<file path="src/rtl/mem_wb_stage_if.sv">
// Data-memory request/acknowledge bus between the MEM stage and data memory.
//   master (MEM stage): drives mem_req, mem_we, mem_addr, mem_wdata;
//                       samples mem_rdata, mem_ack.
//   slave  (memory)   : the mirror image.
// mem_rdata is only meaningful in a cycle where mem_ack is high.
interface mem_wb_stage_if #(
  parameter int ADDR_W = 8
);
  logic              mem_req;
  logic              mem_we;
  logic [ADDR_W-1:0] mem_addr;
  logic [31:0]       mem_wdata;
  logic [31:0]       mem_rdata;
  logic              mem_ack;

  modport master (
    output mem_req, mem_we, mem_addr, mem_wdata,
    input  mem_rdata, mem_ack
  );

  modport slave (
    input  mem_req, mem_we, mem_addr, mem_wdata,
    output mem_rdata, mem_ack
  );
endinterface

</file>
<file path="src/rtl/mem_wb_stage.sv">
// Memory-access stage plus the MEM/WB pipeline register.
//
// Takes the EX/MEM outputs, runs loads/stores over a req/ack data-memory
// bus and drives the register-file write port (wb_value/wb_dest/wb_en ->
// Result_WB/Dest_wb/writeBackEn). While an access is outstanding, freeze
// stalls every upstream stage and a bubble goes into MEM/WB.
//
// Ports
//   clk, rst          clock (posedge), asynchronous active-high reset
//   valid_in          EX/MEM holds a valid instruction
//   wb_en_in          instruction writes a register
//   mem_r_en_in       load (wins if mem_w_en_in is also set)
//   mem_w_en_in       store
//   alu_res_in        ALU result / byte address
//   st_val_in         store data
//   dest_in           destination register
//   freeze            combinational stall request to upstream stages
//   mem               data-memory bus, master side (mem_wb_stage_if)
//   wb_en/wb_dest/wb_value  registered register-file write port
//   error             sticky access-timeout flag
//
// Optional build macro MEM_TIMEOUT_EN: aborts an access after TIMEOUT
// cycles with no ack, sets error and suppresses that writeback. Without
// it an access waits indefinitely and error is tied low.
module mem_wb_stage #(
  parameter int ADDR_W    = 8,
  parameter int BASE_ADDR = 1024,
  parameter int TIMEOUT   = 16
) (
  input  logic                 clk,
  input  logic                 rst,
  input  logic                 valid_in,
  input  logic                 wb_en_in,
  input  logic                 mem_r_en_in,
  input  logic                 mem_w_en_in,
  input  logic [31:0]          alu_res_in,
  input  logic [31:0]          st_val_in,
  input  logic [3:0]           dest_in,
  output logic                 freeze,
  mem_wb_stage_if.master       mem,
  output logic                 wb_en,
  output logic [3:0]           wb_dest,
  output logic [31:0]          wb_value,
  output logic                 error
);

  typedef enum logic [1:0] {IDLE, ACCESS, DONE} state_t;

  // Request captured on ACCESS entry and held for the whole access.
  typedef struct packed {
    logic              we;
    logic [ADDR_W-1:0] addr;
    logic [31:0]       wdata;
  } mem_req_t;

  state_t            state;
  mem_req_t          req_q;
  logic [31:0]       rdata_q;
  logic              mem_op;
  logic [ADDR_W-1:0] addr_next;
  logic              abort_q;

  assign mem_op    = valid_in & (mem_r_en_in | mem_w_en_in);
  assign addr_next = ADDR_W'((alu_res_in - 32'(BASE_ADDR)) >> 2);

  // Low in DONE so the stalled instruction advances exactly once.
  assign freeze = ((state == IDLE) & mem_op) | (state == ACCESS);

  assign mem.mem_req   = (state == ACCESS);
  assign mem.mem_we    = req_q.we;
  assign mem.mem_addr  = req_q.addr;
  assign mem.mem_wdata = req_q.wdata;

`ifdef MEM_TIMEOUT_EN
  localparam int CNT_W = $clog2(TIMEOUT + 1);
  localparam logic [CNT_W-1:0] LIMIT = CNT_W'(TIMEOUT - 1);
  logic [CNT_W-1:0] cnt;
`else
  assign abort_q = 1'b0;
  assign error   = 1'b0;
`endif

  always_ff @(posedge clk or posedge rst) begin
    if (rst) begin
      state   <= IDLE;
      req_q   <= '0;
      rdata_q <= '0;
`ifdef MEM_TIMEOUT_EN
      cnt     <= '0;
      abort_q <= 1'b0;
      error   <= 1'b0;
`endif
    end else begin
      case (state)
        IDLE: begin
          if (mem_op) begin
            state       <= ACCESS;
            req_q.we    <= ~mem_r_en_in;
            req_q.addr  <= addr_next;
            req_q.wdata <= st_val_in;
`ifdef MEM_TIMEOUT_EN
            cnt         <= '0;
`endif
          end
        end
        ACCESS: begin
          // An ack in the limit cycle takes priority over the abort.
          if (mem.mem_ack) begin
            state <= DONE;
            if (!req_q.we) rdata_q <= mem.mem_rdata;
          end
`ifdef MEM_TIMEOUT_EN
          else if (cnt == LIMIT) begin
            state   <= DONE;
            rdata_q <= '0;
            abort_q <= 1'b1;
            error   <= 1'b1;
          end else begin
            cnt <= cnt + 1'b1;
          end
`endif
        end
        DONE: begin
          state <= IDLE;
`ifdef MEM_TIMEOUT_EN
          // Still seen by the MEM/WB register at this same edge.
          abort_q <= 1'b0;
`endif
        end
        default: state <= IDLE;
      endcase
    end
  end

  // MEM/WB register: outputs only change at posedge, so the negedge
  // register-file write always sees stable values.
  always_ff @(posedge clk or posedge rst) begin
    if (rst) begin
      wb_en    <= 1'b0;
      wb_dest  <= '0;
      wb_value <= '0;
    end else if (freeze) begin
      wb_en <= 1'b0;
    end else begin
      wb_en    <= valid_in & wb_en_in & ~abort_q;
      wb_dest  <= dest_in;
      wb_value <= mem_r_en_in ? rdata_q : alu_res_in;
    end
  end

endmodule

</file>
<file path="src/flat_wrapper.sv">
// flat-port wrapper written by rule: the top's interface ports become plain ports
module mem_wb_stage_flat 
#(
  parameter int ADDR_W    = 8,
  parameter int BASE_ADDR = 1024,
  parameter int TIMEOUT   = 16
)
  (clk, rst, valid_in, wb_en_in, mem_r_en_in, mem_w_en_in, alu_res_in, st_val_in, dest_in, freeze, wb_en, wb_dest, wb_value, error, mem_mem_req, mem_mem_we, mem_mem_addr, mem_mem_wdata, mem_mem_rdata, mem_mem_ack);
  mem_wb_stage_if #(.ADDR_W(ADDR_W)) mem_i ();
  input  logic clk;
  input  logic rst;
  input  logic valid_in;
  input  logic wb_en_in;
  input  logic mem_r_en_in;
  input  logic mem_w_en_in;
  input  logic [31:0] alu_res_in;
  input  logic [31:0] st_val_in;
  input  logic [3:0] dest_in;
  output logic freeze;
  output logic wb_en;
  output logic [3:0] wb_dest;
  output logic [31:0] wb_value;
  output logic error;
  output wire logic [$bits(mem_i.mem_req)-1:0] mem_mem_req;
  output wire logic [$bits(mem_i.mem_we)-1:0] mem_mem_we;
  output wire logic [$bits(mem_i.mem_addr)-1:0] mem_mem_addr;
  output wire logic [$bits(mem_i.mem_wdata)-1:0] mem_mem_wdata;
  input wire logic [$bits(mem_i.mem_rdata)-1:0] mem_mem_rdata;
  input wire logic [$bits(mem_i.mem_ack)-1:0] mem_mem_ack;
  assign mem_mem_req = mem_i.mem_req;
  assign mem_mem_we = mem_i.mem_we;
  assign mem_mem_addr = mem_i.mem_addr;
  assign mem_mem_wdata = mem_i.mem_wdata;
  assign mem_i.mem_rdata = mem_mem_rdata;
  assign mem_i.mem_ack = mem_mem_ack;
  mem_wb_stage #(.ADDR_W(ADDR_W), .BASE_ADDR(BASE_ADDR), .TIMEOUT(TIMEOUT)) u_core (.clk(clk), .rst(rst), .valid_in(valid_in), .wb_en_in(wb_en_in), .mem_r_en_in(mem_r_en_in), .mem_w_en_in(mem_w_en_in), .alu_res_in(alu_res_in), .st_val_in(st_val_in), .dest_in(dest_in), .freeze(freeze), .mem(mem_i), .wb_en(wb_en), .wb_dest(wb_dest), .wb_value(wb_value), .error(error));
endmodule
</file>
<file path="config.mk">
export PLATFORM = sky130hd
export DESIGN_NAME = mem_wb_stage_flat
export DESIGN_NICKNAME = d
export VERILOG_FILES = /design/src/rtl/mem_wb_stage_if.sv /design/src/rtl/mem_wb_stage.sv /design/src/flat_wrapper.sv
export SDC_FILE = /design/constraint.sdc
export NUM_CORES = 1
export LEC_CHECK = 0
export CORE_UTILIZATION = 44
export DETAILED_ROUTE_END_ITERATION = 10
export HOLD_SLACK_MARGIN = 0.12
export PLACE_DENSITY = 0.85
export SYNTH_ARGS = -nofsm -noshare
export SYNTH_HDL_FRONTEND = slang
export SYNTH_SLANG_ARGS = --single-unit
</file>
<file path="constraint.sdc">
create_clock -name clk -period 4.6 [get_ports clk]
set_clock_uncertainty 0.05 [all_clocks]
set_input_delay 0.69 -clock clk [delete_from_list [all_inputs] [get_ports clk]]
set_output_delay 0.69 -clock clk [all_outputs]
set_load 0.005 [all_outputs]
</file>
==> reports/metrics.csv <==
stage,metric,value,unit
status,run status,completed,
logic_synthesis,top cell type's share of synthesized area,59.3,%
logic_synthesis,largest cells by area after synthesis,"dfrtp_1 (59%), mux2_2 (24%), mux2_4 (12%), buf_6 (1.2%), buf_2 (0.64%)",
timing,RSZ-0062 raised after global routing,no,
clock_network,total CTS buffers,9,
routing,Starting DRT DRC Count,71,
logic_synthesis,compound-gate portion of the synthesized area,0.450,%
setup_path,Worst R2R Path Depth,3,
routing,via count,3051,
floorplanning,# IOs,188,
routing,Pre-Repair DR Iteration Count,4,
floorplanning,die area,0.0112,mm²
min_path,Hold Path Class,reg2reg,
setup_path,critical path arrival,1980,ps
job,MaxCap Viol Count,0,
setup_path,FF-to-FF End,u_core.rdata_q[27],
clock_network,Clock Path Buffers,2,
logic_synthesis,area share of fa/ha/maj cells after synthesis,0,%
grt,initial antenna violation count,1,
setup_path,most frequent CP cell,clkdlybuf4s50_1,
logic_synthesis,"flops & latches, synth",112,
timing,Rel. slew slack,46.7,%
logic_synthesis,Post-Syn Area,0.00473,mm²
grt,vias in the first global route,3357,
setup_path,reg-to-reg startpoint,u_core.state[1],
timing,Fmax,367,MHz
finish,P&R area growth vs syn,44.9,%
finish,Nets,575,
clock_network,clk sink count,112,
place,placed cell area,0.00668,mm²
setup_path,Crit path largest cell delay,520,ps
timing,Tmin final,2720,ps
logic_synthesis,Post-Syn Nets,391,
floorplanning,Die W,106,µm
routing,Routed WL,10.4,mm
routing,Antenna Nets Post-Route,0,
floorplanning,die height,106,µm
routing,metal3 WL,772,µm
power,Worst VDD drop,0.259,mV
routing,DR WL/cell,17.0,µm
setup_path,WP data required,3860,ps
logic_synthesis,count of cell types in the netlist,19,
logic_synthesis,Post-Synth Simple-Gate Area,0.688,%
logic_synthesis,"Seq/Total Area, Yosys",59.3,%
routing,highest routed layer,met4,
floorplanning,site row count,37,
routing,Routed met2 length,5.02,mm
grt,global route overflow,0,
clock_network,hold_buf cts,0,
setup_path,worst-path cell chain,clkdlybuf4s50_1 > o21ai_2 > a21oi_4 > clkdlybuf4s50_1,
finish,share of cells above drive strength 1,33.9,%
timing,Slew @ Worst Pin,799,ps
finish,Final Non-Filler Cells,609,
setup_path,crit path capture type,primary output,
floorplanning,initial core utilization,45.6,%
timing,total negative slack,0,ps
clock_network,Post-CTS Resized,0,
setup_path,startpoint types,input port,
timing,post-route clock period utilization,59.2,%
grt,first-pass GRT wire length,17.0,mm
clock_network,Post-CTS Setup Bufs,0,
routing,Metal-1 WL,4.40,mm
grt,total track usage,19.6,%
place,placed cell count,593,
setup_path,Setup crit end,freeze,
floorplanning,CORE AREA,0.0104,mm²
clock_network,clk_lat worst skew,360,ps
grt,pin count of the biggest net entering global routing,55,
setup_path,crit path kind,in2out,
routing,DRC Markers,0,
logic_synthesis,Synth Area per Inst,16.6,µm²
timing,count of final setup violators,0,
place,IO buf count,186,
setup_path,Critical path origin,valid_in,
place,hpwl dp,7.29,mm
timing,Fin. Hold Viols,0,
logic_synthesis,yosys warns,0,
finish,"commonest non-fill, non-tap cell in the layout",clkdlybuf4s50_1,
finish,final instance area,0.00685,mm²
logic_synthesis,Yosys top cell by area,dfrtp_1,
clock_network,"CTS clk-pin slew, worst paths",90,ps
logic_synthesis,mux share of post-synthesis cell area,36.6,%
timing,Pins Over Slew Limit,0,
setup_path,CP max-delay cell,clkdlybuf4s50_1,
clock_network,H-Tree Depth,3,
place,placer congestion estimate,0.734,
finish,post-route core utilization,66.1,%
setup_path,CP Max Fanout,2,
power,Power Density,526,mW/mm²
finish,"commonest cells after routing, fill and taps aside","clkdlybuf4s50_1 (185), dfrtp_1 (112), mux2_2 (100)",
logic_synthesis,main combinational cell family by area after synthesis,multiplexers,
routing,Vias/cell,5.01,
setup_path,worst reg-to-reg setup slack,2620,ps
clock_network,CTS tree,done,
logic_synthesis,XOR/XNOR Fraction of Synth Area,0,%
power,P_leak,2.96,nW
logic_synthesis,Post-Syn Instances,284,
clock_network,root buffer cell,clkbuf_8,
## metrics by stage
step                hold WS [ps]  power (W)  setup WS, ps
floorplan                    402    0.00230           901
finish                       439    0.00360          1880
detailed placement           423    0.00310          1880
global placement             413    0.00304          1920
CTS                          445    0.00364          1870
global route                 468    0.00381          1840
## flip-flops by register name, summed over array words and instances (netlist names)
signal and count:
u_core.wb_value 32, u_core.mem.mem_we 1, u_core.wb_en 1, u_core.rdata_q 32, u_core.state 2, u_core.mem.mem_wdata 32, u_core.mem.mem_addr 8, u_core.wb_dest 4
## cells by family after synthesis
group,after synthesis
multiplexers,141
flip-flops,112
buffers and inverters,21
AND/OR/NAND/NOR,6
AO/OA/AOI/OAI,3
other,1
## power by group
| group | leakage, nW | internal [W] | switching, W |
|---|---|---|---|
| sequential | 1.33 | 0.00141 | 0.000219 |
| combinational | 1.55 | 0.00104 | 0.000406 |
| clock | 0.0838 | 0.000226 | 0.000299 |
| total | 2.96 | 0.00268 | 0.000924 |
## worst min path at each step
stage	cells after the start	end	slack [ps]	from
after floorplan	1	u_core.rdata_q[22]	400	u_core.rdata_q[22]
after global placement	1	u_core.rdata_q[26]	410	u_core.rdata_q[26]
after detailed placement	1	u_core.rdata_q[26]	420	u_core.rdata_q[26]
after CTS	1	u_core.rdata_q[26]	450	u_core.rdata_q[26]
after global routing	1	u_core.rdata_q[26]	470	u_core.rdata_q[26]
final	1	u_core.rdata_q[26]	440	u_core.rdata_q[26]
## worst max-delay path, delay by kind of cell
family	cells	cell delay, ps
buffers and inverters	2	1010
AO/OA/AOI/OAI	2	270
## cell usage after synthesis (all sizes together)
library cell and count:
a21oi 1, and2 1, and3b 1, buf 15, clkbuf 3, conb 1
dfrtp 112, inv 3, mux2 140, mux2i 1, nand2 1, nor2 2
o21ai 1, o31ai 1, or3 1
## area by class of cell
class / count / area [µm²]
fill: 800 / 3520
multi-input combinational: 151 / 1800
clock buffer: 15 / 166
tap: 136 / 170
inverter: 3 / 13.8
timing repair buffer: 191 / 1890
antenna: 1 / 2.50
sequential: 112 / 2800
## per-layer routing
metal / track usage [%] / vias up
li1: - / 1364
met1: 23.8 / 1550
met2: 33.0 / 122
met3: 5.38 / 15
met4: 7.84 / 0
met5: 0 / -
(Power assumes the default switching activity.)
